`config.mk`:
```
export PLATFORM = sky130hd
export DESIGN_NAME = stage_seq
export DESIGN_NICKNAME = d
export VERILOG_FILES = /design/src/rtl/stage_seq_pkg.sv /design/src/rtl/stage_phase_cnt.sv /design/src/rtl/stage_seq.sv
export SDC_FILE = /design/constraint.sdc
export NUM_CORES = 1
export LEC_CHECK = 0
export BUFFER_PORTS_ARGS = -buffer_cell sky130_fd_sc_hd__buf_2
export CAP_MARGIN = 15
export CORE_ASPECT_RATIO = 1.2
export CORE_UTILIZATION = 40
export CTS_BUF_LIST = sky130_fd_sc_hd__clkbuf_16
export DETAILED_ROUTE_END_ITERATION = 12
export GPL_ROUTABILITY_DRIVEN = 0
export GPL_TIMING_DRIVEN = 0
export PLACE_DENSITY = 0.72
export SYNTH_ARGS = -nofsm -noshare
export SYNTH_HDL_FRONTEND = slang
export SYNTH_SLANG_ARGS = --single-unit
```
`constraint.sdc`:
```
create_clock -name clk -period 5.4 [get_ports clk]
set_clock_uncertainty 0.2 [all_clocks]
set_input_delay 0.54 -clock clk [delete_from_list [all_inputs] [get_ports clk]]
set_output_delay 0.54 -clock clk [all_outputs]
set_load 0.1 [all_outputs]
```
`src/rtl/stage_seq_pkg.sv`:
```
// Shared types and constants for the stage sequencer: state encoding and phase-index sizing.
// Phase counts are clamped to MAX_PHASES when turned into a last-phase index.
package stage_seq_pkg;

  typedef enum logic [1:0] {
    ST_WAIT  = 2'd0,
    ST_FETCH = 2'd1,
    ST_EXEC  = 2'd2
  } state_t;

  localparam int MAX_PHASES = 8;
  localparam int PH_W       = 3;

  function automatic logic [PH_W-1:0] phase_limit(input int phases);
    int n;
    n = (phases > MAX_PHASES) ? MAX_PHASES : phases;
    return PH_W'(n - 1);
  endfunction

endpackage

```
`src/rtl/stage_phase_cnt.sv`:
```
// Loadable phase counter shared by fetch and execute; last flags phase == limit.
// Updates on the falling edge, one step per non-stalled period; load wins over advance.
module stage_phase_cnt
  import stage_seq_pkg::*;
(
  input  logic            clk,
  input  logic            rst,
  input  logic            load,
  input  logic            adv,
  input  logic [PH_W-1:0] limit,
  output logic [PH_W-1:0] phase,
  output logic            last
);

  always_ff @(negedge clk or posedge rst) begin
    if (rst) begin
      phase <= '0;
    end else if (load) begin
      phase <= '0;
    end else if (adv) begin
      phase <= phase + 1'b1;
    end
  end

  assign last = (phase == limit);

endmodule

```
`src/rtl/stage_seq.sv`:
```
// Stage sequencer: WAIT -> FETCH(0..F-1) -> EXEC(0..E-1) -> repeat/halt, one phase per period, stall freezes.
// Falling-edge state; outputs are registers or state decodes. STAGE_SEQ_STEP_EN adds step_mode.
module stage_seq
  import stage_seq_pkg::*;
#(
  parameter int FETCH_PHASES = 2,
  parameter int EXEC_PHASES  = 2,
  parameter int CNT_W        = 16
) (
  input  logic                    clk,
  input  logic                    rst,
  input  logic                    run,
  input  logic                    halt,
  input  logic                    stall,
`ifdef STAGE_SEQ_STEP_EN
  input  logic                    step_mode,
`endif
  output logic                    waits,
  output logic [FETCH_PHASES-1:0] fetch,
  output logic [EXEC_PHASES-1:0]  exec,
  output logic                    busy,
  output logic                    retire,
  output logic [CNT_W-1:0]        retired_cnt
);

  localparam logic [PH_W-1:0] FETCH_LIM = phase_limit(FETCH_PHASES);
  localparam logic [PH_W-1:0] EXEC_LIM  = phase_limit(EXEC_PHASES);

  state_t          state, state_nxt;
  logic            halt_pend;
  logic            retire_nxt;
  logic            ph_load, ph_adv, ph_last;
  logic [PH_W-1:0] ph_limit, phase;
  logic            step;

`ifdef STAGE_SEQ_STEP_EN
  assign step = step_mode;
`else
  assign step = 1'b0;
`endif

  assign ph_limit = (state == ST_EXEC) ? EXEC_LIM : FETCH_LIM;

  stage_phase_cnt u_phase (
    .clk   (clk),
    .rst   (rst),
    .load  (ph_load),
    .adv   (ph_adv),
    .limit (ph_limit),
    .phase (phase),
    .last  (ph_last)
  );

  // The counter is held at zero in WAIT so FETCH(0) starts cleanly.
  always_comb begin
    state_nxt  = state;
    retire_nxt = 1'b0;
    ph_load    = 1'b0;
    ph_adv     = 1'b0;
    case (state)
      ST_WAIT: begin
        ph_load = 1'b1;
        if (run) state_nxt = ST_FETCH;
      end
      ST_FETCH: begin
        if (!stall) begin
          if (ph_last) begin
            state_nxt = ST_EXEC;
            ph_load   = 1'b1;
          end else begin
            ph_adv = 1'b1;
          end
        end
      end
      ST_EXEC: begin
        if (!stall) begin
          if (ph_last) begin
            retire_nxt = 1'b1;
            ph_load    = 1'b1;
            state_nxt  = (halt_pend || halt || step) ? ST_WAIT : ST_FETCH;
          end else begin
            ph_adv = 1'b1;
          end
        end
      end
      default: begin
        state_nxt = ST_WAIT;
        ph_load   = 1'b1;
      end
    endcase
  end

  always_ff @(negedge clk or posedge rst) begin
    if (rst) begin
      state       <= ST_WAIT;
      halt_pend   <= 1'b0;
      retire      <= 1'b0;
      retired_cnt <= '0;
    end else begin
      state  <= state_nxt;
      retire <= retire_nxt;
      if (retire_nxt) retired_cnt <= retired_cnt + 1'b1;
      // Clearing on WAIT entry wins over a halt seen on that same edge.
      if (state != ST_WAIT) begin
        if (state_nxt == ST_WAIT) halt_pend <= 1'b0;
        else if (halt)            halt_pend <= 1'b1;
      end
    end
  end

  always_comb begin
    fetch = '0;
    exec  = '0;
    for (int i = 0; i < FETCH_PHASES; i++)
      fetch[i] = (state == ST_FETCH) && (phase == PH_W'(i));
    for (int i = 0; i < EXEC_PHASES; i++)
      exec[i] = (state == ST_EXEC) && (phase == PH_W'(i));
  end

  assign waits = (state == ST_WAIT);
  assign busy  = ~waits;

endmodule

```
# Word level (Yosys, flattened, before mapping)
# Cells that the tools add are included.
# totals
regBits,23
output_inout_bits,23
wordCells,42
input_bits,5
# classes
n_addsub,2
muxes,18
eq_ne,3
bitwise,1
reduce_logical,13
# op_table
op,count
$add A16 B1 Y16 const B,1
$mux W1,10
$mux W2,5
$mux W3,2
$pmux W2 S3,1
$reduce_bool A2 Y1,3
$logic_and A1 B1 Y1,4
$logic_not A2 Y1,2
$add A3 B1 Y3 const B,1
$eq A3 B1 Y1 const B,1
$logic_not A3 Y1,1
$eq A2 B1 Y1 const B,1
$eq A2 B2 Y1 const B,1
$reduce_and A2 Y1,1
$reduce_or A2 Y1,1
$logic_or A1 B1 Y1,1
$not A1 Y1,1

# Depth between registers and ports, before layout
# depth
ltp_word,8
mapped_depth,7
depth_no_buf,6

# Hierarchy
# From an unflattened synthesis, not the netlist that was laid out.
# unflattened
hier_cells,111
area_unflattened_um2,1227.4
# modules_own_cells
mod,n_inst,seq_area_each_um2,area_each_um2,cells_per_inst
stage_seq,1,500.5,1047.3,95
stage_phase_cnt,1,75.1,180.2,16

==> flow_summary_export.csv <==
group,metric,value,unit
route,route.detailed.drc,0,
synthesis,synthCells,117,
floorplan,num_io_pins,28,
route,vias,929,
setup_path,cp.arrival,4.52,ns
setup_path,critPathRequiredTime,4.66,ns
setup_path,crit_fanout,5,
cts,cts_inserted_buffers,3,
setup_path,cpMaxStageDelayCell,"dfrtn_1",
route,totalWireLength,2276,um
synthesis,ys_seq_elements,23,
sta,whs,0.2290,ns
outcome,status,"finished clean",
cts,post-cts-setup-buffer-count,0,
hold_path,hp-start,"retired_cnt[3]",
grt,use_met2,24.84,%
setup_path,reg2reg_slack,3.27,ns
layout,post_layout_nonfiller_instances,184,
route,ant_nets,0,
synthesis,avgSynthCellArea,10.81,um^2
cts,cts_resized,0,
placed_design,dp_hpwl,1764,um
synthesis,synth_edf_count,0,
grt,grt_usage,14.40,%
floorplan,rows,22,
synthesis,async_flop_share,100.0,%
cts,clk_pin_slew,0.04,ns
placed_design,port_buffers,27,
floorplan,design.die.area,3392,um^2
layout,antenna_cells,0,
setup_path,crit_chain,"ha_1 > nor2b_1 > and2_1 > buf_2",
cts,clock_latency,0.28,ns
power_and_ir_drop,peakVddDrop,0.0003620,V
grt,grt_use_met1,17.92,%
setup_path,crit_type,"reg2out",
setup_path,reg2reg_from,"u_phase.phase[0]",
layout,finish.utilization,50.62,%
synthesis,ys_warn_count,0,
layout,drive_gt1_share,29.05,%
sta,slew_headroom,41.97,%
placed_design,place_inst,180,
grt,grt.busiest_layer,"met2",
grt,grt_pass1_vias,863,
layout,syn2layout_area_growth,21.17,%
grt,antenna_found_initial,0,
synthesis,syn_area,1265,um^2
layout,design_area,1533,um^2
setup_path,worst-path-buf-inv,1,
cts,cts_tree,"yes",
cts,hold_buffers,0,
grt,grt_max_degree,24,
sta,setup_viol,0,
floorplan,coreArea,3028,um^2
route,avgRoutedWirePerCell,12.37,um
setup_path,critPathCaptureType,"output pin",
power_and_ir_drop,power_leakage,0.8095,nW
cts,cts_sinks,23,
cts,htreeDepth,1,
route,drtIter0Drc,7,
sta,hold_violations,0,
setup_path,cp.depth,4,
route,drt-pass1-iter-count,4,
sta,drv_slew,0,
cts,cts_buffer_depth,2,
setup_path,worstRegToRegCells,6,
layout,fin_nets,162,
floorplan,die_w,53.34,um
flow_run,drv_cap,0,
floorplan,die_h,63.60,um
synthesis,synth_cell_types,35,
setup_path,rr_endpoint,"halt_pend",
setup_path,crit_family,"flip-flops",
hold_path,holdPathEnd,"retired_cnt[3]",
synthesis,ys_seq_area_share,45.50,%
floorplan,start_util,41.78,%
hold_path,hold_path_depth,1,
synthesis,synth_nets,130,
setup_path,worstSetupStartpointType,"register",
sta,worstMarginPinSlew,0.8694,ns
cts,cts_root_buf,"clkbuf_16",
synthesis,synthFlopType,"dfrtn_1",
power_and_ir_drop,power.density,457.1,nW/um^2
route,viasPerCell,5.049,
grt,grt_pass1_wl,3691,um
setup_path,max_stage_delay,0.48,ns
grt,grt_overflow,0,
sta,rsz0062_at_grt,"false",
grt,grt_use_met3,2.174,%
hold_path,hold_class,"reg2reg",
placed_design,placed_area,1453,um^2
-- flip-flops by register name (all words and copies together) (netlist names) --
name	cells
u_phase.phase	3
retire	1
state	2
retired_cnt	16
halt_pend	1
-- logic make-up (layout without fill, tap and decap cells) --
| group | after synthesis | after routing | synth area share, % |
|---|---|---|---|
| and+or+nand+nor | 42 | 42 | 22.85 |
| DFF | 23 | 23 | 45.50 |
| AOI/OAI and AO/OA | 15 | 15 | 7.914 |
| xor gates and xnor gates | 15 | 15 | 10.39 |
| buffers and inverters | 13 | 44 | 4.550 |
| adders and majority gates | 8 | 8 | 7.913 |
| muxes | 1 | 1 | 0.8901 |
-- layer usage --
| layer | wire [um] | part of all wire [%] |
|---|---|---|
| met1 | 1026 | 45 |
| met5 | 0 | 0 |
| met2 | 1136 | 50 |
| met3 | 88 | 3.9 |
| met4 | 24 | 1.1 |
-- synth_stat cells (2+ instances only) --
| cell | count | share of area (%) |
|---|---|---|
| nand2_1 | 4 | 1.2 |
| a21oi_1 | 4 | 1.6 |
| inv_1 | 11 | 3.3 |
| nor3_1 | 4 | 1.6 |
| nand3_1 | 4 | 1.6 |
| nor3b_1 | 2 | 1.2 |
| nand4_4 | 2 | 3.4 |
| xnor2_1 | 7 | 4.8 |
| o21ai_0 | 3 | 1.2 |
| ha_1 | 8 | 7.9 |
| and2_1 | 4 | 2.0 |
| xor2_1 | 8 | 5.5 |
| dfrtn_1 | 23 | 45 |
| nor2_1 | 8 | 2.4 |
| nand4_1 | 3 | 1.5 |
| nor2b_1 | 3 | 1.5 |
-- worst max-delay path by stage --
stage | from | end | slack [ns]
final | u_phase.phase[0] | fetch[1] | 0.14
after floorplan | state[1] | fetch[0] | -0.004
after detailed placement | u_phase.phase[0] | fetch[1] | 0.45
after CTS | u_phase.phase[0] | fetch[1] | 0.14
after global placement | u_phase.phase[0] | exec[1] | 0.49
after global routing | u_phase.phase[0] | fetch[1] | 0.02
-- worst register-to-register path, stage by stage, from the launching register on --
cell and delay, ns:
dfrtn_1 0.48, ha_1 0.22, or3b_1 0.35, buf_2 0.16, o21ai_0 0.18, a221oi_1 0.12
o31a_1 0.28
-- layout by cell type (no fill, tap or decap), types with 2 or more instances in the layout --
master     instances
nand4_1            3
ha_1               7
nor2_1             8
xor2_1             8
nand2_1            4
clkbuf_16          3
a21oi_1            4
nand4_4            2
o21ai_0            3
buf_2             28
dfrtn_1           23
nor2b_1            3
and2_1             4
nand3_1            4
xnor2_1            7
inv_1             11
nor3_1             4
-- report_power, final --
part | leakage [nW] | total (mW) | internal, mW | switching, mW
Clock | 0.0409 | 0.157 | 0.0994 | 0.0579
Sequential | 0.304 | 0.217 | 0.195 | 0.0212
Combinational | 0.465 | 0.327 | 0.0788 | 0.248
Total | 0.809 | 0.701 | 0.374 | 0.327
-- area by class of cell --
type	instances	area, um^2
timing repair buffer	27	135.1
buffer	2	16.27
fill	282	1495
inverter	11	41.29
clock buffer	3	75.07
sequential	23	575.6
tap	36	45.04
clock inverter	1	5.005
multi-input combinational	81	639.4
-- metrics by stage --
step	setup WS (ns)	setup TNS, ns	power, mW
final	0.1394	0	0.7007
after global routing	0.01578	0	0.7319
after CTS	0.1387	0	0.7091
after detailed placement	0.4495	0	0.5490
after global placement	0.4898	0	0.5392
after floorplan	-0.004407	-0.004407	0.4962
(Power assumes the default switching activity.)
